`config.mk`:
```
export PLATFORM = sky130hd
export DESIGN_NAME = spi_master
export DESIGN_NICKNAME = d
export VERILOG_FILES = /design/src/rtl/spi_pkg.sv /design/src/rtl/spi_clk_gen.sv /design/src/rtl/spi_master.sv
export SDC_FILE = /design/constraint.sdc
export NUM_CORES = 1
export LEC_CHECK = 0
export ABC_AREA = 0
export CAP_MARGIN = 20
export CORE_ASPECT_RATIO = 1.75
export CORE_MARGIN = 2
export CORE_UTILIZATION = 38
export CTS_CLUSTER_SIZE = 10
export DETAILED_ROUTE_END_ITERATION = 16
export GPL_ROUTABILITY_DRIVEN = 1
export PLACE_DENSITY = 0.63
export SLEW_MARGIN = 0
export SYNTH_ARGS = -nofsm -noshare
export SYNTH_HDL_FRONTEND = slang
export SYNTH_SLANG_ARGS = --single-unit
```
`constraint.sdc`:
```
create_clock -name clk -period 3.9 [get_ports clk]
set_input_delay 1.17 -clock clk [delete_from_list [all_inputs] [get_ports clk]]
set_output_delay 1.17 -clock clk [all_outputs]
set_load 0.05 [all_outputs]
```
`src/rtl/spi_pkg.sv`:
```
// Shared definitions for the SPI master slice.
package spi_pkg;

    localparam int SPI_DATA_W = 8;

    // {CPOL, CPHA}; only mode 0 is implemented.
    localparam logic [1:0] SPI_MODE = 2'b00;

    typedef enum logic [1:0] {
        IDLE,
        SETUP,
        XFER,
        HOLD
    } spi_state_e;

endpackage

```
`src/rtl/spi_clk_gen.sv`:
```
// Half-period timer for the SPI master: paces every phase and
// produces a registered sclk plus one-cycle rise/fall strobes.
module spi_clk_gen
    import spi_pkg::*;
#(
    parameter int HALF = 2
) (
    input  logic clk,
    input  logic rst,
    input  logic en,
    input  logic run,
    output logic sclk,
    output logic tick,
    output logic rise,
    output logic fall
);

    localparam int CW = (HALF > 1) ? $clog2(HALF) : 1;
    localparam logic [CW-1:0] TOP = CW'(HALF - 1);
    localparam logic IDLE_LVL = SPI_MODE[1];

    logic [CW-1:0] cnt;

    assign tick = en && (cnt == TOP);
    assign rise = tick && run && (sclk == IDLE_LVL);
    assign fall = tick && run && (sclk != IDLE_LVL);

    always_ff @(posedge clk or negedge rst) begin
        if (!rst) begin
            cnt  <= '0;
            sclk <= IDLE_LVL;
        end else if (!en) begin
            cnt  <= '0;
            sclk <= IDLE_LVL;
        end else begin
            cnt <= tick ? '0 : cnt + 1'b1;
            if (tick && run) begin
                sclk <= ~sclk;
            end
        end
    end

endmodule

```
`src/rtl/spi_master.sv`:
```
// SPI mode-0 master: phase FSM, half-period edge counter and the
// tx/rx shift registers; every pin is driven straight from a flop.
module spi_master
    import spi_pkg::*;
#(
    parameter int CLK_DIV   = 4,
    parameter int LSB_FIRST = 1
) (
    input  logic                  clk,
    input  logic                  rst,
    input  logic                  start,
    input  logic [SPI_DATA_W-1:0] tx_data,
    output logic                  busy,
    output logic                  done,
    output logic [SPI_DATA_W-1:0] rx_data,
    output logic                  sclk,
    output logic                  cs,
    output logic                  mosi,
    input  logic                  miso
);

    localparam int HALF = CLK_DIV / 2;
    localparam logic [3:0] LAST_TICK = 4'd15;
    localparam logic [3:0] LAST_FALL = 4'd14;

    spi_state_e state, state_n;
    logic [3:0] edge_cnt;
    logic [SPI_DATA_W-1:0] tx_sh;
    logic [SPI_DATA_W-1:0] rx_sh;
    logic en, run, tick, rise, fall;
    logic accept, finish;

    assign en = (state != IDLE);

    spi_clk_gen #(
        .HALF(HALF)
    ) u_clk_gen (
        .clk (clk),
        .rst (rst),
        .en  (en),
        .run (run),
        .sclk(sclk),
        .tick(tick),
        .rise(rise),
        .fall(fall)
    );

    always_ff @(posedge clk or negedge rst) begin
        if (!rst) begin
            state <= IDLE;
        end else begin
            state <= state_n;
        end
    end

    // The final XFER half-period is the low phase after the 8th fall,
    // so sclk must not toggle on that tick.
    always_comb begin
        state_n = state;
        accept  = 1'b0;
        finish  = 1'b0;
        run     = 1'b0;
        unique case (state)
            IDLE: begin
                if (start) begin
                    state_n = SETUP;
                    accept  = 1'b1;
                end
            end
            SETUP: begin
                run = 1'b1;
                if (tick) state_n = XFER;
            end
            XFER: begin
                run = (edge_cnt != LAST_TICK);
                if (tick && edge_cnt == LAST_TICK) state_n = HOLD;
            end
            HOLD: begin
                if (tick) begin
                    state_n = IDLE;
                    finish  = 1'b1;
                end
            end
            default: state_n = IDLE;
        endcase
    end

    always_ff @(posedge clk or negedge rst) begin
        if (!rst) begin
            edge_cnt <= '0;
        end else if (state != XFER) begin
            edge_cnt <= '0;
        end else if (tick) begin
            edge_cnt <= edge_cnt + 4'd1;
        end
    end

    always_ff @(posedge clk or negedge rst) begin
        if (!rst) begin
            cs      <= 1'b1;
            busy    <= 1'b0;
            done    <= 1'b0;
            mosi    <= 1'b0;
            tx_sh   <= '0;
            rx_sh   <= '0;
            rx_data <= '0;
        end else begin
            done <= finish;
            if (accept) begin
                cs    <= 1'b0;
                busy  <= 1'b1;
                tx_sh <= tx_data;
                rx_sh <= '0;
                mosi  <= (LSB_FIRST != 0) ? tx_data[0]
                                          : tx_data[SPI_DATA_W-1];
            end else if (finish) begin
                cs      <= 1'b1;
                busy    <= 1'b0;
                mosi    <= 1'b0;
                rx_data <= rx_sh;
            end else begin
                if (fall && edge_cnt != LAST_FALL) begin
                    if (LSB_FIRST != 0) begin
                        tx_sh <= tx_sh >> 1;
                        mosi  <= tx_sh[1];
                    end else begin
                        tx_sh <= tx_sh << 1;
                        mosi  <= tx_sh[SPI_DATA_W-2];
                    end
                end
                if (rise) begin
                    rx_sh <= (LSB_FIRST != 0)
                           ? {miso, rx_sh[SPI_DATA_W-1:1]}
                           : {rx_sh[SPI_DATA_W-2:0], miso};
                end
            end
        end
    end

endmodule

```
==> results.json <==
{
  "status": "complete, no violations",
  "clk_pin_slew_ns": 0.08,
  "timing.rr.end": "mosi",
  "rsz0062_at_grt": "false",
  "drt_pass1_iterations": 4,
  "maxSlewViolCount": 0,
  "end_kind": "output pin",
  "p_leak_nw": 0.870,
  "yosysTopAreaCellShare": 0.532,
  "yosys.area.top_type": "dfrtp_1",
  "pin_count": 25,
  "initial_core_util": 0.393,
  "cp_slowest_stage_delay_ns": 0.79,
  "hold_depth": 2,
  "arrival_ns": 1.62,
  "cp_max_fo": 2,
  "drv_cap": 0,
  "comb_power_share": 0.443,
  "globalplace.congestion": 0.833,
  "viasPerCell": 5.01,
  "die_w_um": 53.1,
  "post_drt_wl_per_cell_um": 13.4,
  "fin_setup_tns_ns": 0,
  "grt_usage": 0.148,
  "area.growth.synth_to_final_pct": 24.4,
  "worst_pin_slew_ns": 0.585,
  "avgSynthCellArea_um2": 11.2,
  "crit_path_top_delay_cell": "clkdlybuf4s50_1",
  "setup_ws_ns": 1.11,
  "cp_top_family": "buffers and inverters",
  "whs_endpoint": "cs",
  "finClkSkew_ns": 0.00954,
  "drc": 0,
  "cp.required_ns": 2.73,
  "ys_seq_area_frac": 0.548,
  "grt_pass1_wl_mm": 5.27,
  "cts_buffers": 5,
  "htree_levels": 2,
  "vdd_drop_max_v": 0.000378,
  "antenna_found_initial": 0,
  "power_density_nw_per_um2": 831,
  "fin_nets": 186,
  "ys_ff_latch": 35,
  "min_period_ns": 2.79,
  "numClockSinks": 35,
  "p_switching_w": 0.000661,
  "yosysWarnings": 0,
  "antenna_cells": 0,
  "fin_crit_sh": 0.715,
  "cts_tree": "built",
  "dp_slack_ns": 1.20,
  "seqPwrFrac": 0.360,
  "root_buffer": "clkbuf_8",
  "rows": 31,
  "cp-start-kind": "register",
  "die_y_um": 89.8,
  "clock_latency_ns": 0.29,
  "reg2reg_slack_ns": 1.89,
  "synthMuxAreaShare": 0.0696,
  "criticalPathCategory": "register to output pin",
  "dp_hpwl_mm": 2.14,
  "crit_chain": "clkdlybuf4s50_1",
  "dieArea_um2": 4770,
  "synthAdderAreaFrac": 0.0469,
  "synth_top_family_by_area": "simple AND/OR/NAND/NOR gates",
  "postCtsSetupBuffers": 0,
  "synth-compound-area-share": 0.108,
  "finalSetupViolations": 0,
  "first_global_vias": 1155,
  "max_freq_mhz": 359,
  "synth-simple-area-share": 0.172,
  "synth_nets": 161,
  "core_area_um2": 4070,
  "drt_iter0_markers": 9,
  "clk_path_buf_depth": 2,
  "hold_class": "register to register",
  "grt_overflow": 0,
  "critPathBufInv": 1,
  "critPathLaunch": "cs",
  "hp-start": "cs",
  "cts_resized": 0,
  "synth_xor_xnor_area_share": 0.0219,
  "hold_viol_final": 0,
  "switching_share": 0.400,
  "yosys-top-cells-area": "dfrtp_1, mux2_2, nand2_1, ha_1, o221a_1",
  "worst_r2r_startpoint": "state[0]",
  "pwr-share-clk": 0.197,
  "drtAntennaViolNets": 0,
  "wl_mm": 2.92,
  "p_int_w": 0.000993,
  "ctsHoldBuffers": 0,
  "relSlewSlack": 0.609,
  "synthDistinctLibCells": 33,
  "synthCells": 143,
  "drive_gt1_frac": 0.166,
  "vias": 1093,
  "portBuffers": 24,
  "synth_area_um2": 1600,
  "grt_max_degree": 36,
  "r2r_cells": 6
}
[layout make-up]
class | instances | area, um^2
Clock inverter | 3 | 43.8
Sequential cell | 35 | 877
Multi-Input combinational cell | 95 | 669
Fill cell | 395 | 2080
Clock buffer | 5 | 68.8
Timing Repair Buffer | 25 | 248
Tap cell | 49 | 61.3
Inverter | 6 | 22.5
[cell families after synthesis]
group,count (synthesis)
muxes,10
DFF,35
adders and majority gates,6
xor gates and xnor gates,4
and+or+nand+nor,53
buffers and inverters,13
AOI/OAI and AO/OA,22
[synth_stat cells, drive strengths merged]
cell	number
a22oi	1
a31o	1
and2	4
and3	1
and4	1
buf	4
clkbuf	3
dfrtp	34
dfstp	1
ha	6
inv	6
mux2	9
mux2i	1
nand2	23
nand3	7
nand3b	2
nand4	1
nand4b	1
nor2	4
nor2b	1
o2111ai	1
o21a	1
o21ai	9
o21bai	1
o221a	6
o31ai	2
or2	6
or3	2
xnor2	3
xor2	1
[power by group through the flow]
| stage | logic (W) | registers (W) | clock network (W) |
|---|---|---|---|
| after global routing | 0.000794 | 0.000619 | 0.000349 |
| after global placement | 0.000713 | 0.000597 | 0 |
| after floorplan | 0.000349 | 0.000777 | 0 |
| after detailed placement | 0.000738 | 0.000605 | 0 |
| final | 0.000733 | 0.000596 | 0.000325 |
| after CTS | 0.000740 | 0.000598 | 0.000333 |
[placed cells by master, fill, tap and decap left out, drive strengths merged]
cell	n
a22oi	1
a31o	1
and2	4
and3	1
and4	1
buf	1
bufinv	1
clkbuf	5
clkdlybuf4s50	24
clkinv	2
dfrtp	34
dfstp	1
ha	6
inv	6
mux2	9
mux2i	1
nand2	23
nand3	7
nand3b	2
nand4	1
nand4b	1
nor2	4
nor2b	1
o2111ai	1
o21a	1
o21ai	9
o21bai	1
o221a	6
o31ai	2
or2	6
or3	2
xnor2	3
xor2	1
[registers in the layout (all words and copies together), names as in the netlist]
signal	count
busy	1
cs	1
done	1
edge_cnt	4
mosi	1
rx_data	8
rx_sh	8
state	2
tx_sh	7
u_clk_gen.cnt	1
u_clk_gen.sclk	1
[per-layer routing]
layer | wire, um | vias up | GRT usage | part of all wire
li1 | - | 540 | - | -
met1 | 1190 | 526 | 0.164 | 0.41
met2 | 1520 | 21 | 0.244 | 0.52
met3 | 133 | 6 | 0.0415 | 0.045
met4 | 82 | 0 | 0.0791 | 0.028
met5 | 0 | - | 0 | 0
[how the worst max path moves through the flow]
stage	endpoint	slack, ns	depth (start not counted)
finish	cs	1.11	1
floorplan	mosi	1.87	5
CTS	cs	1.10	1
global route	cs	1.07	1
global placement	tx_sh[5]	1.25	4
detailed placement	tx_sh[1]	1.20	4
[through the flow]
stage	cell area [um^2]	hold WS [ns]	power, W	util	instances
after floorplan	1600	0.467	0.00113	-	143
after global placement	1880	0.450	0.00131	0.461	210
after detailed placement	1880	0.453	0.00134	0.461	210
after CTS	1990	0.466	0.00167	0.489	218
after global routing	1990	0.491	0.00176	0.489	218
final	1990	0.463	0.00165	0.489	218
[tightest hold or removal path: stages (launching register included)]
cell and delay (ns):
dfstp_2 0.37, nand2_1 0.05, nand2_1 0.05
(Power assumes the default switching activity.)
